File: config.mk
export PLATFORM = sky130hd
export DESIGN_NAME = spi_mnrch_param
export DESIGN_NICKNAME = d
export VERILOG_FILES = /design/src/rtl/spi_mnrch_param.sv
export SDC_FILE = /design/constraint.sdc
export NUM_CORES = 1
export LEC_CHECK = 0
export ABC_AREA = 0
export BUFFER_PORTS_ARGS = -buffer_cell sky130_fd_sc_hd__buf_2
export CORE_MARGIN = 3
export CORE_UTILIZATION = 45
export CTS_BUF_LIST = sky130_fd_sc_hd__clkbuf_4 sky130_fd_sc_hd__clkbuf_8
export DETAILED_ROUTE_END_ITERATION = 8
export GPL_TIMING_DRIVEN = 0
export PLACE_DENSITY = 0.67
export SLEW_MARGIN = 40
export SYNTH_ARGS = -nofsm -noshare
export SYNTH_HDL_FRONTEND = slang
export SYNTH_SLANG_ARGS = --single-unit
export TNS_END_PERCENT = 100
File: constraint.sdc
create_clock -name clk -period 6.2 [get_ports clk]
set_clock_uncertainty 0.2 [all_clocks]
set_input_delay 1.24 -clock clk [delete_from_list [all_inputs] [get_ports clk]]
set_output_delay 1.24 -clock clk [all_outputs]
set_load 0.02 [all_outputs]
File: src/rtl/spi_mnrch_param.sv
// spi_mnrch_param: parametrised SPI master.
// Each accepted snd runs one full-duplex frame of DATA_W bits, MSB first, to
// one of NUM_SS slaves in the {CPOL,CPHA} mode latched at accept. Half-period
// of SCLK is H = 2^(DIV_W-1) clk. Every output is registered.
module spi_mnrch_param #(
  parameter int          DATA_W     = 16,
  parameter int          DIV_W      = 5,
  parameter int          NUM_SS     = 1,
  parameter int          SS_IDX_W   = 3,
  parameter logic [1:0]  RESET_MODE = 2'b11
) (
  input  logic                clk,
  input  logic                rst_n,
  input  logic                snd,
  input  logic [DATA_W-1:0]   cmd,
  input  logic [1:0]          mode,
  input  logic [SS_IDX_W-1:0] ss_sel,
  input  logic                MISO,
  output logic                SCLK,
  output logic                MOSI,
  output logic [NUM_SS-1:0]   SS_n,
  output logic                busy,
  output logic                done,
  output logic [DATA_W-1:0]   resp
);

  localparam int H   = 1 << (DIV_W - 1);
  // Frame offset counter covers DATA_W*2H + H with DATA_W <= 32.
  localparam int T_W = DIV_W + 6;
  localparam int B_W = $clog2(DATA_W + 1);

  localparam logic [T_W-1:0]   T_2H    = T_W'(2 * H);
  localparam logic [T_W-1:0]   T_SHEND = T_W'(DATA_W * 2 * H);
  localparam logic [T_W-1:0]   T_END   = T_W'(DATA_W * 2 * H + H);
  // Sample events fall 2 clk after the sampling edge, expressed as a phase
  // within the 2H-clock bit period.
  localparam logic [DIV_W-1:0] PH_CPHA0 = DIV_W'(H + 2);
  localparam logic [DIV_W-1:0] PH_CPHA1 = DIV_W'(2);
  localparam logic [B_W-1:0]   B_LAST   = B_W'(DATA_W - 1);

  localparam logic [1:0] IDLE  = 2'd0;
  localparam logic [1:0] SHIFT = 2'd1;
  localparam logic [1:0] BACKP = 2'd2;

  logic [1:0]        state;
  logic [T_W-1:0]    t_q;
  logic [B_W-1:0]    bcnt;
  logic [DATA_W-1:0] shift_reg;
  logic [1:0]        mode_q;
  logic              sclk_q;
  logic [NUM_SS-1:0] ss_q;
  logic              busy_q;
  logic              done_q;

  logic [T_W-1:0]    t_nxt;
  logic              sample_hit;
  logic              sclk_nxt;
  logic [NUM_SS-1:0] ss_dec;
  logic              sel_ok;

  assign SCLK = sclk_q;
  assign MOSI = shift_reg[DATA_W-1];
  assign SS_n = ss_q;
  assign busy = busy_q;
  assign done = done_q;
  assign resp = shift_reg;

  // Slave-select decode; out-of-range indices fall back to slave 0.
  always_comb begin
    ss_dec = '1;
    sel_ok = 1'b0;
    for (int i = 0; i < NUM_SS; i++) begin
      if (ss_sel == SS_IDX_W'(i)) begin
        ss_dec[i] = 1'b0;
        sel_ok    = 1'b1;
      end
    end
    if (!sel_ok) ss_dec[0] = 1'b0;
  end

  // Timing decode from the frame offset of the coming cycle: SCLK sits at
  // ~CPOL in the second half of each bit; sample events align to the edge
  // chosen by CPHA (for CPHA=1 the phase-2 slot of bit -1 is skipped).
  always_comb begin
    t_nxt      = t_q + 1'b1;
    sclk_nxt   = mode_q[1] ^ ((t_nxt < T_SHEND) && t_nxt[DIV_W-1]);
    sample_hit = (state == SHIFT) &&
                 (t_nxt[DIV_W-1:0] == (mode_q[0] ? PH_CPHA1 : PH_CPHA0)) &&
                 (!mode_q[0] || (t_nxt >= T_2H));
  end

  // Frame sequencer: accept, shift DATA_W bits, back-porch, release.
  always_ff @(posedge clk or negedge rst_n) begin
    if (!rst_n) begin
      state     <= IDLE;
      t_q       <= '0;
      bcnt      <= '0;
      shift_reg <= '0;
      mode_q    <= RESET_MODE;
      sclk_q    <= RESET_MODE[1];
      ss_q      <= '1;
      busy_q    <= 1'b0;
      done_q    <= 1'b0;
    end else begin
      case (state)
        IDLE: begin
          if (snd) begin
            shift_reg <= cmd;
            mode_q    <= mode;
            sclk_q    <= mode[1];
            ss_q      <= ss_dec;
            busy_q    <= 1'b1;
            done_q    <= 1'b0;
            t_q       <= '0;
            bcnt      <= '0;
            state     <= SHIFT;
          end
        end
        SHIFT, BACKP: begin
          t_q    <= t_nxt;
          sclk_q <= sclk_nxt;
          if (sample_hit) begin
            shift_reg <= {shift_reg[DATA_W-2:0], MISO};
            bcnt      <= bcnt + 1'b1;
            if (bcnt == B_LAST) state <= BACKP;
          end
          if (t_nxt == T_END) begin
            ss_q   <= '1;
            busy_q <= 1'b0;
            done_q <= 1'b1;
            state  <= IDLE;
          end
        end
        default: state <= IDLE;
      endcase
    end
  end

endmodule

==> results of run 1 <==
-- per-layer routing --
layer / vias to the layer above / track usage (%) / part of all wire (%)
met1: 976 / 25.6 / 48
met3: 4 / 3.33 / 4.5
met4: 0 / 3.67 / 0.80
li1: 931 / - / -
met5: - / 0 / 0
met2: 50 / 28.2 / 47
-- layout by cell type, fill, tap and decap left out, types with 3 or more instances in the layout --
| cell | n |
|---|---|
| nor3_1 | 6 |
| clkbuf_8 | 5 |
| buf_4 | 3 |
| dfrtp_1 | 36 |
| a21oi_1 | 9 |
| o32a_1 | 16 |
| buf_2 | 42 |
| a21o_1 | 5 |
| nor2_1 | 6 |
| a22o_1 | 3 |
| mux2i_1 | 3 |
| xor2_1 | 4 |
| a31oi_1 | 3 |
| clkbuf_1 | 5 |
| o21ai_0 | 12 |
| ha_1 | 9 |
| inv_1 | 9 |
| nand2_1 | 20 |
| nand3_1 | 11 |
| dfstp_2 | 4 |
| o21a_1 | 16 |
-- kinds of logic (layout without fill, tap and decap cells) --
family | count (synthesis) | after routing | share of synthesized area (%)
xor+xnor | 6 | 6 | 2.57
flops | 40 | 40 | 43.1
simple gates | 68 | 68 | 17.1
buf+inv | 22 | 72 | 4.93
fa+ha+maj | 9 | 9 | 4.82
compound gates | 75 | 75 | 24.7
mux | 6 | 6 | 2.73
-- area by class of cell --
type | count | area [sq um] | share of cell area, %
Buffer | 13 | 81.3 | 2.94
Clock buffer | 6 | 76.3 | 2.76
Clock inverter | 2 | 60.1 | 2.17
Inverter | 9 | 33.8 | 1.22
Multi-Input combinational cell | 164 | 1210 | 43.9
Sequential cell | 40 | 1010 | 36.3
Tap cell | 67 | 83.8 | 3.03
Timing Repair Buffer | 42 | 213 | 7.68
-- stage by stage --
step	power (W)	worst slack [ps]
6_report	0.000531	3140
5_1_grt	0.000544	2890
4_1_cts	0.000535	3140
3_5_place_dp	0.000279	2830
3_3_place_gp	0.000279	2840
2_1_floorplan	0.000266	3350
-- sequential cells by signal, summed over array words and instances (netlist names) --
| name | cells |
|---|---|
| SCLK | 1 |
| done | 1 |
| state | 2 |
| SS_n | 1 |
| mode_q | 2 |
| t_q | 11 |
| bcnt | 5 |
| busy | 1 |
| resp | 16 |
-- how the worst min path moves through the flow --
stage,start,endpoint,slack (ps)
2_1_floorplan,bcnt[4],bcnt[4],290
3_5_place_dp,SS_n,SS_n,260
6_report,SS_n,SS_n,260
4_1_cts,SS_n,SS_n,270
3_3_place_gp,SS_n,SS_n,260
5_1_grt,SS_n,SS_n,280
-- worst max-delay path: stages --
cell           delay, ps
buf_2                120
nand2b_1             270
o21ai_0              200
clkbuf_1             410
dlygate4sd1_1        480
nor4_1               100
a211oi_1             230
-- where the power goes --
group | internal, W | switching [W] | total (W)
Combinational | 0.00000498 | 0.00000719 | 0.0000122
Clock | 0.000165 | 0.0000925 | 0.000258
Sequential | 0.000261 | 0 | 0.000261
Total | 0.000431 | 0.0000997 | 0.000531
==> run summary, run 1 <==
Status - complete, no violations
Max-cap viol count - 0
RSZ-0062 raised after global routing - no
R2r setup slk - 3170 ps
DRC Markers - 0
Clock sinks - 40
Longest Clk Path Bufs - 2
Synthesized net count - 260
Hpwl dp - 3710 microns
Post-route minimum period - 3060 ps
Worst r2r dst - state[0]
Synth top area share - 38.6%
R2R Path Start - t_q[0]
Fraction of synthesis flops using an asynchronous set or reset pin - 100%
Yosys warns - 0
Crit path kind - input pin to register
Fin crit share - 49.3%
Worst r2r path cells - 8
Area grow syn2layout - 18.5%
Die X - 78.1 microns
Top cells by count, synth - dfrtp_1, nand2_1, o21a_1, o32a_1, o21ai_0
Initial antenna violation count - 0
# setup viols final - 0
Average size of a mapped cell - 10.3 sq um
Placed insts - 335
CTS Buf Count - 5
Die area - 6090 sq um
Vias per cell - 5.72
Clock-pin slew on the worst setup and hold paths - 90 ps
Yosys cell types - 57
Port bufs - 42
Final hold vios - 0
CTS H-tree lvls - 2
Peak VDD IR - 0.0000853 V
Most common cell in the synthesized netlist - dfrtp_1
Root Buffer - clkbuf_8
Final-stage net count - 309
#FFs+latches synth - 40
Top FF cell, synth - dfrtp_1
Worst Setup End Kind - register
Pre-Repair DR Iteration Count - 4
Hold-fix buffers, CTS - 0
Number of fill cells in the layout - 448
Largest net degree at the start of global routing - 41
Max FO, Critical Path - 10
Proportion of layout cells with a drive suffix above 1 - 27.9%
Postcts setup bufs - 0
Global route total overflow - 0
Core Box Area - 4880 sq um
Setup crit start - snd
WP data required - 6200 ps
Final non-filler cell total - 343
Max-slew headroom - 52.7%
Worst-Margin Slew - 705 ps
Post-Place Cell Area - 2630 sq um
DR vias - 1961
Routed WL - 5230 microns
Setup TNS - 0 ps
Hold Path Cell Cnt - 2
Min-delay worst type - register to register
Sequential area share after synthesis - 43.1%
Initial Util - 47.9%
Syn Inst Count - 226
Die Y - 78.1 microns
Hold Slack - 264 ps
Number of global-route vias before repair - 1848
Largest cells by area after synthesis - dfrtp_1, o32a_1, o21a_1
Mapped cell area - 2340 sq um
Post_cts resized - 0
Antenna diodes - 0
Largest area contributor in the netlist - dfrtp_1
Antenna Nets Post-Route - 0
Final Core Density - 56.7%
All-layer global routing usage - 17.8%
CTS tree - yes
Final slew viol count - 0
Critical path launch point type - input pin
P per Cell Area - 192 nW/um^2
P_leak - 1.30 nW
Design area - 2770 sq um
Clk Latency, worst-skew pair - 290 ps
Post-DR wirelength/cell - 15.2 microns
Crit path DAT - 3060 ps
Site Rows - 25
IO Count - 46
Crit path capture - bcnt[3]
Fmax - 0.327 GHz
RD Place Congestion - 0.810
Initial DRC count - 77
First-pass GRT wire length - 8770 microns
Post-synth EDFFs - 0
No activity file was read; power rests on OpenSTA's default activity.
==> run 2, diff against run 1 <==
Settings changed: PLACE_DENSITY 0.67 to 0.7.
Clock period 6.2 ns to 2.78 ns, I/O delays scaled along.
==> run 2 against run 1 <==
  * Die area unchanged
  * Clock power up 120%
  * Via count down 1.9%
  * Clock-buffer cell count unchanged
  * Largest power group unchanged
  * Total power up 120%
  * Largest cell class unchanged
  * Routed wire length up 0.65%
  * Worst setup slack worse by 3100 ps
  * Final area up 3.6%
==> run summary, run 2 (synthesis results as in run 1) <==
Hold-fix buffers, CTS - 0
IO Count - 46
Fin crit share - 96.8%
Leading cell types in the layout, fill and taps excluded - buf_2, dfrtp_1, nand2_1
Clock-pin slew on the worst setup and hold paths - 80 ps
Initial Util - 47.9%
Logic pwr share - 2.3%
Final slew viol count - 0
All-layer global routing usage - 17.7%
CTS Buf Count - 5
P_leak - 1.34 nW
Clock power frac - 48.7%
Hpwl dp - 3580 microns
Vias per cell - 5.53
Status - complete, no violations
Post-route minimum period - 2690 ps
Min-delay worst type - input pin to async pin
Global route total overflow - 0
Antenna Nets Post-Route - 0
Bufs and invs on worst path - 0
Slowest stage delay, CP - 460 ps
Port bufs - 42
Area grow syn2layout - 22.8%
Root Buffer - clkbuf_8
Initial DRC count - 112
Clock sinks - 40
Max reg flops - 16
Worst-Margin Slew - 608 ps
Crit-path slowest cell - dfrtp_2
Die area - 6090 sq um
Die X - 78.1 microns
DRC Markers - 0
Die Y - 78.1 microns
Setup TNS - 0 ps
First-pass GRT wire length - 8640 microns
Crit-path cells - ha_2 -> and2_2 -> and3_4 -> o2111a_1 -> o211ai_4 -> nand3_2 -> a31oi_4 -> mux2_1
Flop pwr share - 49.0%
RSZ-0062 raised after global routing - yes
Max-cap viol count - 0
Pre-Repair DR Iteration Count - 4
Core Box Area - 4880 sq um
Longest Clk Path Bufs - 2
Number of global-route vias before repair - 1811
Final hold vios - 0
Switching share of power - 19.0%
Commonest non-fill, non-tap cell in the layout - buf_2
Clk Latency, worst-skew pair - 300 ps
WP data required - 2770 ps
P per Cell Area - 414 nW/um^2
Critical path launch point type - register
DR vias - 1923
Initial antenna violation count - 0
Worst Setup End Kind - register
Antenna diodes - 0
Critical path's top delay family - compound AO/OA/AOI/OAI gates
Largest net degree at the start of global routing - 41
Final-stage net count - 314
Post-DR wirelength/cell - 15.1 microns
Fmax - 0.372 GHz
Sequential Area - 1010 sq um
Peak VDD IR - 0.000292 V
Max-slew headroom - 59.3%
Pint - 0.000961 W
Site Rows - 25
Max FO, Critical Path - 7
Final Core Density - 58.8%
Routed WL - 5260 microns
# setup viols final - 0
Crit path DAT - 2680 ps
Multi-input combinational cell area - 1260 sq um
CTS tree - yes
Number of fill cells in the layout - 422
RD Place Congestion - 0.801
Crit path kind - register to register
CTS H-tree lvls - 2
Net Sw Power - 0.000225 W
Proportion of layout cells with a drive suffix above 1 - 32.4%
-- run 2: changes by cell type in the layout (fill, tap and decap cells not counted), sizes merged --
| cell | change |
|---|---|
| buf | +6 |
| dlygate4sd1 | -1 |
-- run 2: layout make-up --
class,count,area share [%]
Clock buffer,6,2.66
Multi-Input combinational cell,164,44.1
Inverter,9,1.18
Buffer,12,2.83
Timing Repair Buffer,48,9.11
Tap cell,67,2.92
Sequential cell,40,35.1
Clock inverter,2,2.09
-- run 2: path summary, 6_finish.rpt --
check                       start        to  slack (ps)  depth (start not counted)
max                        t_q[0]  state[0]          90                          8
min                         rst_n    t_q[1]          30                          1
max reg2reg                t_q[0]  state[0]          90                          8
min reg2reg                  SS_n      SS_n         260                          2
max in group asynchronous   rst_n      SCLK        1980                          1
min in group clk             SS_n      SS_n         260                          2
-- run 2: power groups by stage --
stage	Sequential (W)	Clock [W]	Combinational, W
final	0.000582	0.000578	0.0000269
after global routing	0.000582	0.000617	0.0000311
after CTS	0.000582	0.000587	0.0000282
after detailed placement	0.000593	0	0.0000282
after global placement	0.000593	0	0.0000280
after floorplan	0.000593	0	0.000000480
-- run 2: metal layers --
metal,vias up,wire (microns),GRT usage [%]
met2,47,2560,27.7
met3,5,240,3.10
li1,952,-,-
met1,919,2400,24.1
met5,-,0,0
met4,0,64,7.87
-- run 2: repair_timing --
action                     4_1_cts  5_1_grt
buffers inserted                 0        6
pin swaps                        0        4
resized for setup                5       10
setup endpoints to repair       13       13
-- run 2: per-stage QoR --
step	hold slack [ps]	total power (W)	setup WS (ps)	instances	instance area (sq um)
after global placement	250	0.000621	-158	335	2630
final	29.1	0.00119	90.3	348	2870
after detailed placement	252	0.000621	-202	335	2630
after global routing	58.3	0.00123	-36.6	348	2870
after floorplan	60.4	0.000594	129	226	2340
after CTS	41.7	0.00120	12.7	343	2790
==> run 3, diff against run 2 <==
Settings changed: BUFFER_PORTS_ARGS -buffer_cell sky130_fd_sc_hd__buf_2 to default, DONT_BUFFER_PORTS from default to 1, PLACE_DENSITY 0.7 to default.
==> run 3 against run 2 <==
  * Global-route usage fell by 0.20 points
  * Critical path depth rose by 1
  * First-iteration DRC count fell by 46%
  * Final area fell by 7.6%
  * Worst setup slack improved by 20 ps
==> run summary, run 3 (synthesis results as in run 1) <==
Commonest non-fill, non-tap cell in the layout - dfrtp_1
Antenna diodes - 0
Site Rows - 25
Die area - 6090 sq um
Crit-path cells - ha_2 -> and2_2 -> and3_4 -> o2111a_1 -> o211ai_4 -> buf_4 -> nand2_4 -> or3_1 -> a211oi_1
Clock-pin slew on the worst setup and hold paths - 80 ps
DR vias - 1766
Met1 wire length - 2260 microns
WL met3 - 338 microns
Crit path DAT - 2680 ps
CTS H-tree lvls - 2
Final-stage net count - 274
Die Y - 78.1 microns
Initial DRC count - 60
Post-route minimum period - 2670 ps
WP data required - 2790 ps
Largest net degree at the start of global routing - 41
First-pass GRT wire length - 8480 microns
R2r setup slk - 110 ps
Worst Setup End Kind - register
Critical path launch point type - register
Initial antenna violation count - 0
Max FO, Critical Path - 6
Fin crit share - 96.0%
Final hold vios - 0
Antenna Nets Post-Route - 0
Max-cap viol count - 0
Clock sinks - 40
Number of global-route vias before repair - 1790
Critical path's top delay family - simple AND/OR/NAND/NOR gates
Leading cell types in the layout, fill and taps excluded - dfrtp_1, nand2_1, o32a_1, o21a_1, o21ai_0
# setup viols final - 0
Slowest stage delay, CP - 440 ps
Final slew viol count - 0
P_leak - 1.14 nW
All-layer global routing usage - 17.5%
Clk Latency, worst-skew pair - 300 ps
Hpwl dp - 3580 microns
Pre-Repair DR Iteration Count - 4
CTS tree - yes
RD Place Congestion - 0.809
Status - complete, no violations
Initial Util - 47.9%
Root Buffer - clkbuf_8
Setup WS pre-CTS - -187 ps
Peak VDD IR - 0.000335 V
Min-delay worst type - input pin to register
Crit-path slowest cell - dfrtp_2
Worst-Margin Slew - 597 ps
Die X - 78.1 microns
P per Cell Area - 410 nW/um^2
CTS Buf Count - 5
IO Count - 46
Fmax - 0.375 GHz
Port bufs - 0
Longest Clk Path Bufs - 2
Routed WL - 5150 microns
Post-DR wirelength/cell - 16.7 microns
Setup slack after layout - 111 ps
Bufs and invs on worst path - 1
DRC Markers - 0
DR WL met2 - 2490 microns
DR top layer - met4
Max reg flops - 16
Hold Slack - 205 ps
Area grow syn2layout - 13.5%
Core Box Area - 4880 sq um
Vias per cell - 5.73
Max-slew headroom - 60.0%
Global route total overflow - 0
Proportion of layout cells with a drive suffix above 1 - 20.3%
Crit path kind - register to register
[run 3: area by class of cell]
class	instances	area, sq um
fillers	451	2230
multi-input cells	164	1250
flip-flops and latches	40	1010
repair buffers	8	87.6
well taps	67	83.8
plain buffers	12	75.1
clock buffers	5	68.8
clock inverters	3	46.3
inverters	9	33.8
[run 3: per-stage QoR]
step	cell area [sq um]	power (W)	util, %	std cells	setup TNS (ps)
6_report	2650	0.00109	54.3	308	0
5_1_grt	2650	0.00113	54.3	308	-19.6
4_1_cts	2610	0.00111	53.4	304	-33.1
3_5_place_dp	2420	0.000594	49.6	293	-1750
3_3_place_gp	2420	0.000594	49.6	293	-1570
2_1_floorplan	2340	0.000594	-	226	0
[run 3: timing repair]
action | in CTS | in global routing
setup endpoints to repair | 13 | 15
setup buffers | 2 | 4
pin swaps | 1 | 3
hold buffers | 2 | 0
hold endpoints to repair | 40 | 0
gates resized for setup | 5 | 4
[run 3: routing by layer]
metal,global-route usage (%),vias up
met5,0,-
met4,6.29,0
met3,6.08,5
met2,28.9,40
met1,21.2,850
li1,-,871
[run 3: where the power goes]
group	internal (W)	switching [W]
Combinational	0.00000434	0.0000116
Sequential	0.000581	0
Clock	0.000270	0.000220
Total	0.000856	0.000232
[run 3: worst reg2reg max path, stage by stage (launching register included)]
cell	delay, ps
dfrtp_2	440
ha_2	220
and2_2	230
and3_4	170
o2111a_1	270
o211ai_4	250
buf_4	180
nand2_4	60
or3_1	340
a211oi_1	220
[run 3: path summary, 6_finish.rpt]
check                                  to  startpoint  cells past startpoint
worst max register to register    bcnt[3]      t_q[0]                      9
min in group asynchronous          t_q[2]       rst_n                      2
worst min register to register       SS_n        SS_n                      2
worst min-delay path            mode_q[0]     mode[0]                      1
worst max-delay path              bcnt[3]      t_q[0]                      9
max in group asynchronous            SS_n       rst_n                      2
